## src/rtl/banco_wb_arbiter.sv

```systemverilog
// rtl/banco_wb_arbiter.sv - register file write-port arbiter (WB vs MDU) with MDU pending-write scoreboard
module banco_wb_arbiter #(
  parameter int STARVE_LIM = 3,
  parameter int DATA_W     = 32
) (
  input  logic              clk,
  input  logic              reset_n,
  input  logic              wb_valid,
  input  logic [4:0]        wb_reg,
  input  logic [DATA_W-1:0] wb_data,
  output logic              wb_ready,
  input  logic              mdu_valid,
  input  logic [4:0]        mdu_reg,
  input  logic [DATA_W-1:0] mdu_data,
  output logic              mdu_ready,
  input  logic              iss_valid,
  input  logic [4:0]        iss_reg,
  output logic              iss_ready,
  input  logic [4:0]        rs_addr,
  input  logic [4:0]        rt_addr,
  output logic              hazard_stall,
  output logic              rf_we,
  output logic [4:0]        rf_waddr,
  output logic [DATA_W-1:0] rf_wdata,
  output logic [5:0]        pend_count,
  output logic              err_sticky
);

  localparam logic [3:0] StarveLim = 4'(STARVE_LIM);

  logic [31:0] pend;
  logic [31:0] pendNext;
  logic [3:0]  starve;
  logic [3:0]  starveNext;
  logic        wbGrant;
  logic        mduGrant;
  logic        issFire;
  logic        errNext;
  logic [5:0]  countNext;

  // Grants are gated by reset_n so requests held across reset are not accepted.
  always_comb begin
    wbGrant  = reset_n && wb_valid && !(mdu_valid && (starve == StarveLim));
    mduGrant = reset_n && mdu_valid && (!wb_valid || (starve == StarveLim));
    issFire  = reset_n && iss_valid && !pend[iss_reg];

    pendNext = pend;
    if (issFire && (iss_reg != 5'd0)) pendNext[iss_reg] = 1'b1;
    if (mduGrant) pendNext[mdu_reg] = 1'b0;

    starveNext = starve;
    if (!mdu_valid || mduGrant) starveNext = 4'd0;
    else if (starve != StarveLim) starveNext = starve + 4'd1;

    errNext = err_sticky
            | (wbGrant && pend[wb_reg])
            | (mduGrant && (mdu_reg != 5'd0) && !pend[mdu_reg]);

    countNext = 6'd0;
    for (int i = 0; i < 32; i++) countNext = countNext + {5'd0, pendNext[i]};
  end

  always_ff @(posedge clk or negedge reset_n) begin
    if (!reset_n) begin
      pend       <= '0;
      starve     <= '0;
      err_sticky <= 1'b0;
      pend_count <= '0;
    end else begin
      pend       <= pendNext;
      starve     <= starveNext;
      err_sticky <= errNext;
      pend_count <= countNext;
    end
  end

  always_comb begin
    wb_ready  = wbGrant;
    mdu_ready = mduGrant;
    iss_ready = issFire;
    rf_waddr  = 5'd0;
    rf_wdata  = '0;
    if (mduGrant) begin
      rf_waddr = mdu_reg;
      rf_wdata = mdu_data;
    end else if (wbGrant) begin
      rf_waddr = wb_reg;
      rf_wdata = wb_data;
    end
    rf_we = (wbGrant || mduGrant) && (rf_waddr != 5'd0);
    hazard_stall = reset_n
                 && (((rs_addr != 5'd0) && pend[rs_addr])
                  || ((rt_addr != 5'd0) && pend[rt_addr]));
  end

endmodule
```

## config.mk

```make
export PLATFORM = sky130hd
export DESIGN_NAME = banco_wb_arbiter
export DESIGN_NICKNAME = d
export VERILOG_FILES = /design/src/rtl/banco_wb_arbiter.sv
export SDC_FILE = /design/constraint.sdc
export NUM_CORES = 1
export LEC_CHECK = 0
export ABC_AREA = 1
export BUFFER_PORTS_ARGS = -buffer_cell sky130_fd_sc_hd__buf_2
export CORE_AREA = 2 2 84 146
export CTS_CLUSTER_SIZE = 10
export DETAILED_ROUTE_END_ITERATION = 6
export DIE_AREA = 0 0 86 148
export PLACE_DENSITY = 0.76
export SKIP_CTS_REPAIR_TIMING = 1
export SKIP_LAST_GASP = 1
export SLEW_MARGIN = 40
export SYNTH_ARGS = -nofsm -noshare
export SYNTH_HDL_FRONTEND = slang
export SYNTH_SLANG_ARGS = --single-unit
```

## constraint.sdc

```tcl
create_clock -name clk -period 5.6 [get_ports clk]
set_input_delay 0.28 -clock clk [delete_from_list [all_inputs] [get_ports clk]]
set_output_delay 0.28 -clock clk [all_outputs]
set_load 0.02 [all_outputs]
```

# Yosys cells after proc, flatten, opt, wreduce, memory -nomap -nowiden
# Cells that the tools add are included.
[op_classes] n_addsub=32 n_reduce_logical=32 n_eq_ne=2 n_mux=22 n_lt_le_gt_ge=7 n_bitwise=5
[op_table] op="adder 6 x 1 -> 6 bit" count=26
[op_table] op="2-to-1 mux 32 bit" count=4
[op_table] op="bitwise AND 32 bit" count=1
[op_table] op="inverter 32 bit" count=1
[op_table] op="bitwise OR 32 bit" count=1
[op_table] op="less-than comparator 5 x 6 -> 1 bit, second input constant" count=5
[op_table] op="binary-select mux 1 bit (select 5 bit)" count=5
[op_table] op="nonzero test 5 bit" count=5
[op_table] op="logical AND 1 bit" count=17
[op_table] op="demux 1 bit (select 5 bit)" count=2
[op_table] op=">= comparator 5 x 1 -> 1 bit, second input constant" count=2
[op_table] op="2-to-1 mux 5 bit" count=2
[op_table] op="2-to-1 mux 4 bit" count=2
[op_table] op="2-to-1 mux 1 bit" count=7
[op_table] op="adder 5 x 1 -> 6 bit" count=1
[op_table] op="adder 4 x 1 -> 5 bit" count=1
[op_table] op="zero test 1 bit" count=5
[op_table] op="adder 3 x 1 -> 4 bit" count=1
[op_table] op="adder 4 x 1 -> 4 bit, second input constant" count=1
[op_table] op="equality test 4 x 2 -> 1 bit, second input constant" count=1
[op_table] op="logical OR 1 bit" count=4
[op_table] op="inequality test 4 x 2 -> 1 bit, second input constant" count=1
[op_table] op="adder 2 x 1 -> 3 bit" count=1
[op_table] op="adder 1 x 1 -> 2 bit" count=1
[op_table] op="2 further kinds" count=3
[totals] elab_cells=104 in_bits=94 regBits=43 output_inout_bits=49

# Logic depth before layout (Yosys ltp)
[logic_depth] word_depth=39 ltp_mapped=31

# Worst setup path before layout
# Ideal clock, no wire load.
[synth_timing] path_kind="register -> register" from="register starve[0]" to="register pend_count[4]" slack_ps=-133 stages_incl_launch_ff=23 n_path_buf=2 period_less_slack_ps=5733 arrival_time_ps=5653 path_cell_list="dfrtp_1 -> ha_1 -> nand2_1 -> nand2_1 -> nand3_1 -> inv_1 -> buf_2 -> buf_2 -> a31oi_1 -> fa_1 -> inv_1 -> fa_1 -> fa_1 -> fa_1 -> fa_1 -> fa_1 -> inv_1 -> ha_1 -> fa_1 -> a21oi_1 -> nor2_1 -> nor2_1 -> xnor2_1"
[synth_via] elab_chain_len=35
[synth_lines] item="start, declared" line_no="33" source="logic [3:0] starve;"
[synth_lines] item="start signal, assigned" line_no="71" source="starve <= starveNext;"
[synth_lines] item="equality test 4 x 2 -> 1 bit" line_no="44" source="mduGrant = reset_n && mdu_valid && (!wb_valid || (starve == StarveLim));"
[synth_lines] item="logical OR 1 bit" line_no="44"
[synth_lines] item="logical AND 1 bit" line_no="44"
[synth_lines] item="via mdu_ready" line_no="15" source="output logic mdu_ready,"
[synth_lines] item="2-to-1 mux 32 bit" line_no="49" source="if (mduGrant) pendNext[mdu_reg] = 1'b0;"
[synth_lines] item="via pendNext[0]" line_no="32" source="logic [31:0] pendNext;"
[synth_lines] item="adder 1 x 1 -> 2 bit" line_no="60" source="for (int i = 0; i < 32; i++) countNext = countNext + {5'd0, pendNext[i]};"
[synth_lines] item="adder 2 x 1 -> 3 bit" line_no="60"
[synth_lines] item="adder 3 x 1 -> 4 bit" line_no="60"
[synth_lines] item="adder 4 x 1 -> 5 bit" line_no="60"
[synth_lines] item="adder 5 x 1 -> 6 bit" line_no="60"
[synth_lines] item="adder 6 x 1 -> 6 bit (26 in a row)" line_no="60"
[synth_lines] item="via countNext[4]" line_no="39" source="logic [5:0] countNext;"
[synth_lines] item="end signal, assigned" line_no="73" source="pend_count <= countNext;"
[synth_lines] item="end, declared" line_no="25" source="output logic [5:0] pend_count,"
# The timed path passes the listed nets, and every way through them passes these cells.
# A chain may end at the register's enable or synchronous reset.

# Final worst setup path
[layout_timing] from="register pend[23]" to="register pend_count[4]"
[layout_via] elab_chain_len=39 word_cells_on_any_way=40 classes_between="add/sub: 31; mux: 4; bitwise: 2; reduce/logical: 3"
[layout_lines] item="start, declared" line_no="31" source="logic [31:0] pend;"
[layout_lines] item="start signal, assigned" line_no="70" source="pend <= pendNext;"
[layout_lines] item="binary-select mux 1 bit (select 5 bit)" line_no="45" source="issFire = reset_n && iss_valid && !pend[iss_reg];"
[layout_lines] item="2-to-1 mux 1 bit (implied by the code)" line_no="45"
[layout_lines] item="zero test 1 bit" line_no="45"
[layout_lines] item="logical AND 1 bit" line_no="45"
[layout_lines] item="logical AND 1 bit" line_no="48" source="if (issFire && (iss_reg != 5'd0)) pendNext[iss_reg] = 1'b1;"
[layout_lines] item="2-to-1 mux 32 bit (*)" line_no="48"
[layout_lines] item="bitwise AND 32 bit (no line)"
[layout_lines] item="2-to-1 mux 32 bit (*)" line_no="49"
[layout_lines] item="adder 1 x 1 -> 2 bit" line_no="60"
[layout_lines] item="adder 2 x 1 -> 3 bit" line_no="60"
[layout_lines] item="adder 3 x 1 -> 4 bit" line_no="60"
[layout_lines] item="adder 4 x 1 -> 5 bit" line_no="60"
[layout_lines] item="adder 5 x 1 -> 6 bit" line_no="60"
[layout_lines] item="adder 6 x 1 -> 6 bit (25 in a row)" line_no="60"
[layout_lines] item="adder 6 x 1 -> 6 bit (*)" line_no="60"
[layout_lines] item="via countNext[4]" line_no="39"
# Mark *: on every way through the listed nets, which the timed path passes. The rest lies on a longest branch. The select of a mux whose other input is x is not followed.

==> qor.yml <==
power:
  internal_power_w: 0.00309
  seq_power_share_pct: 9.2
  pwr-share-comb_pct: 84.6
  peakVddDrop_v: 0.00207
  p_clk_share_pct: 6.2
  netSwitchingFraction_pct: 46.9
  finalPower_w: 0.00582
  p_leak_nw: 3.84
  power_density_nw_per_um2: 824
  power_switching_w: 0.00273
sta:
  finalHoldWorstSlack_ns: 0.202
  worst_slack_ns: -0.157
  finalHoldViolations: 0
  slew_headroom_pct: 41.9
  fin_setup_tns_ns: -0.306
  worst_pin_slew_ns: 0.862
  fmax_mhz: 174
  maxSlewViolCount: 0
  fin_crit_ns: 5.76
  rsz0062_at_grt: "true"
  finalSetupViolCount: 2
  period_share_pct: 103
  finClkSkew_ns: 0.00867
setup_path:
  cp_slowest_cell: "fa_1"
  critPathRequiredTime_ns: 5.83
  max_stage_delay_ns: 0.57
  crit-reg2reg-launch: "pend[23]$_DFF_PN0_"
  worst_r2r_path_depth: 26
  crit_path_end_kind: "flip-flop"
  path_max_fanout: 8
  arrival_ns: 5.98
  r2r_setup_slack_ns: -0.16
  crit_type: "reg2reg"
  setup.worst_path.start_class: "flip-flop"
  reg2reg_to: "pend_count[4]$_DFF_PN0_"
global_routing:
  overflow: 0
  grt_max_degree: 47
  grt_pass1_vias: 6478
  antenna_found_initial: 3
  grt_usage_pct: 33.8
  grt_pass1_wl_um: 32500
yosys:
  async_reset_ff_share_pct: 100
  synthesis.area_um2: 5050
  synth_seq_cells: 43
  synth_top_flop_cell: "dfrtp_1"
  synth_nets: 931
  synth_edf_count: 0
  synthCells: 805
  avgSynthCellArea_um2: 6.28
  ys_warn_count: 0
  ys_types: 33
  seq_area_frac_synth_pct: 21.3
detailed_routing:
  wl_um: 22000
  vias_per_cell: 5.69
  post-route-drc-count: 0
  detail-route-antenna-nets: 0
  drt-initial-drc-count: 574
  drt_first_pass_iters: 6
  num_vias: 6736
  routedWlPerCell_um: 18.6
cells_and_area:
  final_area_um2: 7070
  stdcell_count: 1184
  num-fill-cells: 1100
  final_cell_mix: "194 x nand2_1, 142 x buf_2, 116 x inv_1"
  multiInputGateArea_um2: 3490
  nNetsFinal: 1172
  layout_commonest_cell: "nand2_1"
  syn_to_final_growth_pct: 39.9
  seq_area_um2: 1080
  layout-drive-gt1-share_pct: 30.4
status:
  violations: "negative setup slack"
  status: "finished, violations left"
clocking:
  clk_pin_slew_ns: 0.07
  cts_buffer_depth: 2
  clockRootBuffer: "clkbuf_16"
  cts_buffers: 5
  cts_sinks: 43
  clk_latency_ns: 0.30
  htreeDepth: 2
  cts_tree: "built"
floorplanning:
  coreArea_um2: 11500
  die_y_um: 148
  num_io_pins: 143
  dieArea_um2: 12700
  die_w_um: 86
  start_util_pct: 43.9
  row_count: 52
placement:
  io_buffers: 142
  dp_hpwl_um: 17700
  placed_cells: 1167
  dpl_cell_area_um2: 6710
  routabilityCongestion: 1.00
hold_path:
  min_path_type: "in2async"
flow_run:
  cap_violations: 0
routing by layer:
metal  GRT usage [%]  vias up  wire, um
met5               0        -        10
met4            28.3        2      2050
met3            7.37      128      1860
met2            60.9      431     11300
met1            31.1     3069      6850
li1                -     3106         -
how the worst max path moves through the flow:
stage                       startpoint  cells past startpoint  slack [ns]                      end
finish              pend[23]$_DFF_PN0_                     26       -0.16  pend_count[4]$_DFF_PN0_
floorplan                   iss_reg[0]                     26       0.008  pend_count[4]$_DFF_PN0_
CTS                 pend[30]$_DFF_PN0_                     26       -0.36  pend_count[4]$_DFF_PN0_
global placement            iss_reg[0]                     26       -0.36  pend_count[4]$_DFF_PN0_
global route         pend[8]$_DFF_PN0_                     26       -0.37  pend_count[4]$_DFF_PN0_
detailed placement          iss_reg[0]                     28       -0.47  pend_count[4]$_DFF_PN0_
flip-flops by register name, indices dropped and copies added (netlist names):
name,flops
pend_count,6
starve,4
pend,32
err_sticky,1
cell usage after synthesis (all sizes together) (3+ instances only):
master	number	share of area, %
o21ai	66	6.5
clkbuf	16	1.2
o211ai	10	1.5
o22ai	12	1.5
xor2	3	0.52
a21oi	69	6.8
nor2	86	6.5
ha	8	2.0
buf	13	1.8
nand2	212	16
fa	24	9.5
nand3	33	3.4
dfrtp	43	21
a31oi	4	0.49
nand3b	20	3.0
a22o	32	5.5
nand4	3	0.49
inv	126	9.4
nor3	19	1.9
power groups by stage:
stage | clock (W) | combinational, W | sequential [W]
2_1_floorplan | 0 | 0.00234 | 0.000573
3_3_place_gp | 0 | 0.00351 | 0.000538
3_5_place_dp | 0 | 0.00363 | 0.000537
4_1_cts | 0.000356 | 0.00365 | 0.000532
5_1_grt | 0.000371 | 0.00541 | 0.000542
6_report | 0.000359 | 0.00493 | 0.000536
metrics by stage:
step | worst slack [ns] | util, %
after floorplan | 0.00843 | -
after global placement | -0.356 | 58.2
after CTS | -0.362 | 59.7
after detailed placement | -0.472 | 58.2
final | -0.157 | 61.4
after global routing | -0.374 | 61.4
worst max-delay path: cells and delay by family (launching register included):
kind | cells | cell delay [ns]
fa+ha+maj | 8 | 3.58
simple gates | 14 | 1.24
flops | 1 | 0.41
buf+inv | 2 | 0.20
xor+xnor | 1 | 0.13
compound gates | 1 | 0.13
layout make-up:
cell class / count / share of cell area (%)
sequential: 43 / 15.2
multi-input combinational: 606 / 49.4
antenna: 2 / 0.0708
inverter: 127 / 6.74
clock inverter: 2 / 0.495
timing repair buffer: 263 / 23.7
tap: 135 / 2.39
clock buffer: 6 / 1.96
logic make-up (layout without fill, tap and decap cells):
kind of cell	count (synthesis)	count (layout)	share of synthesized area, %
AND/OR/NAND/NOR	374	374	31.3
AO/OA/AOI/OAI	195	195	22.7
buffers and inverters	156	398	12.4
flip-flops	43	43	21.3
adder cells (fa/ha/maj)	32	32	11.5
XOR/XNOR	5	5	0.866
other	0	2	0
Power figures use the tool's default switching activity.
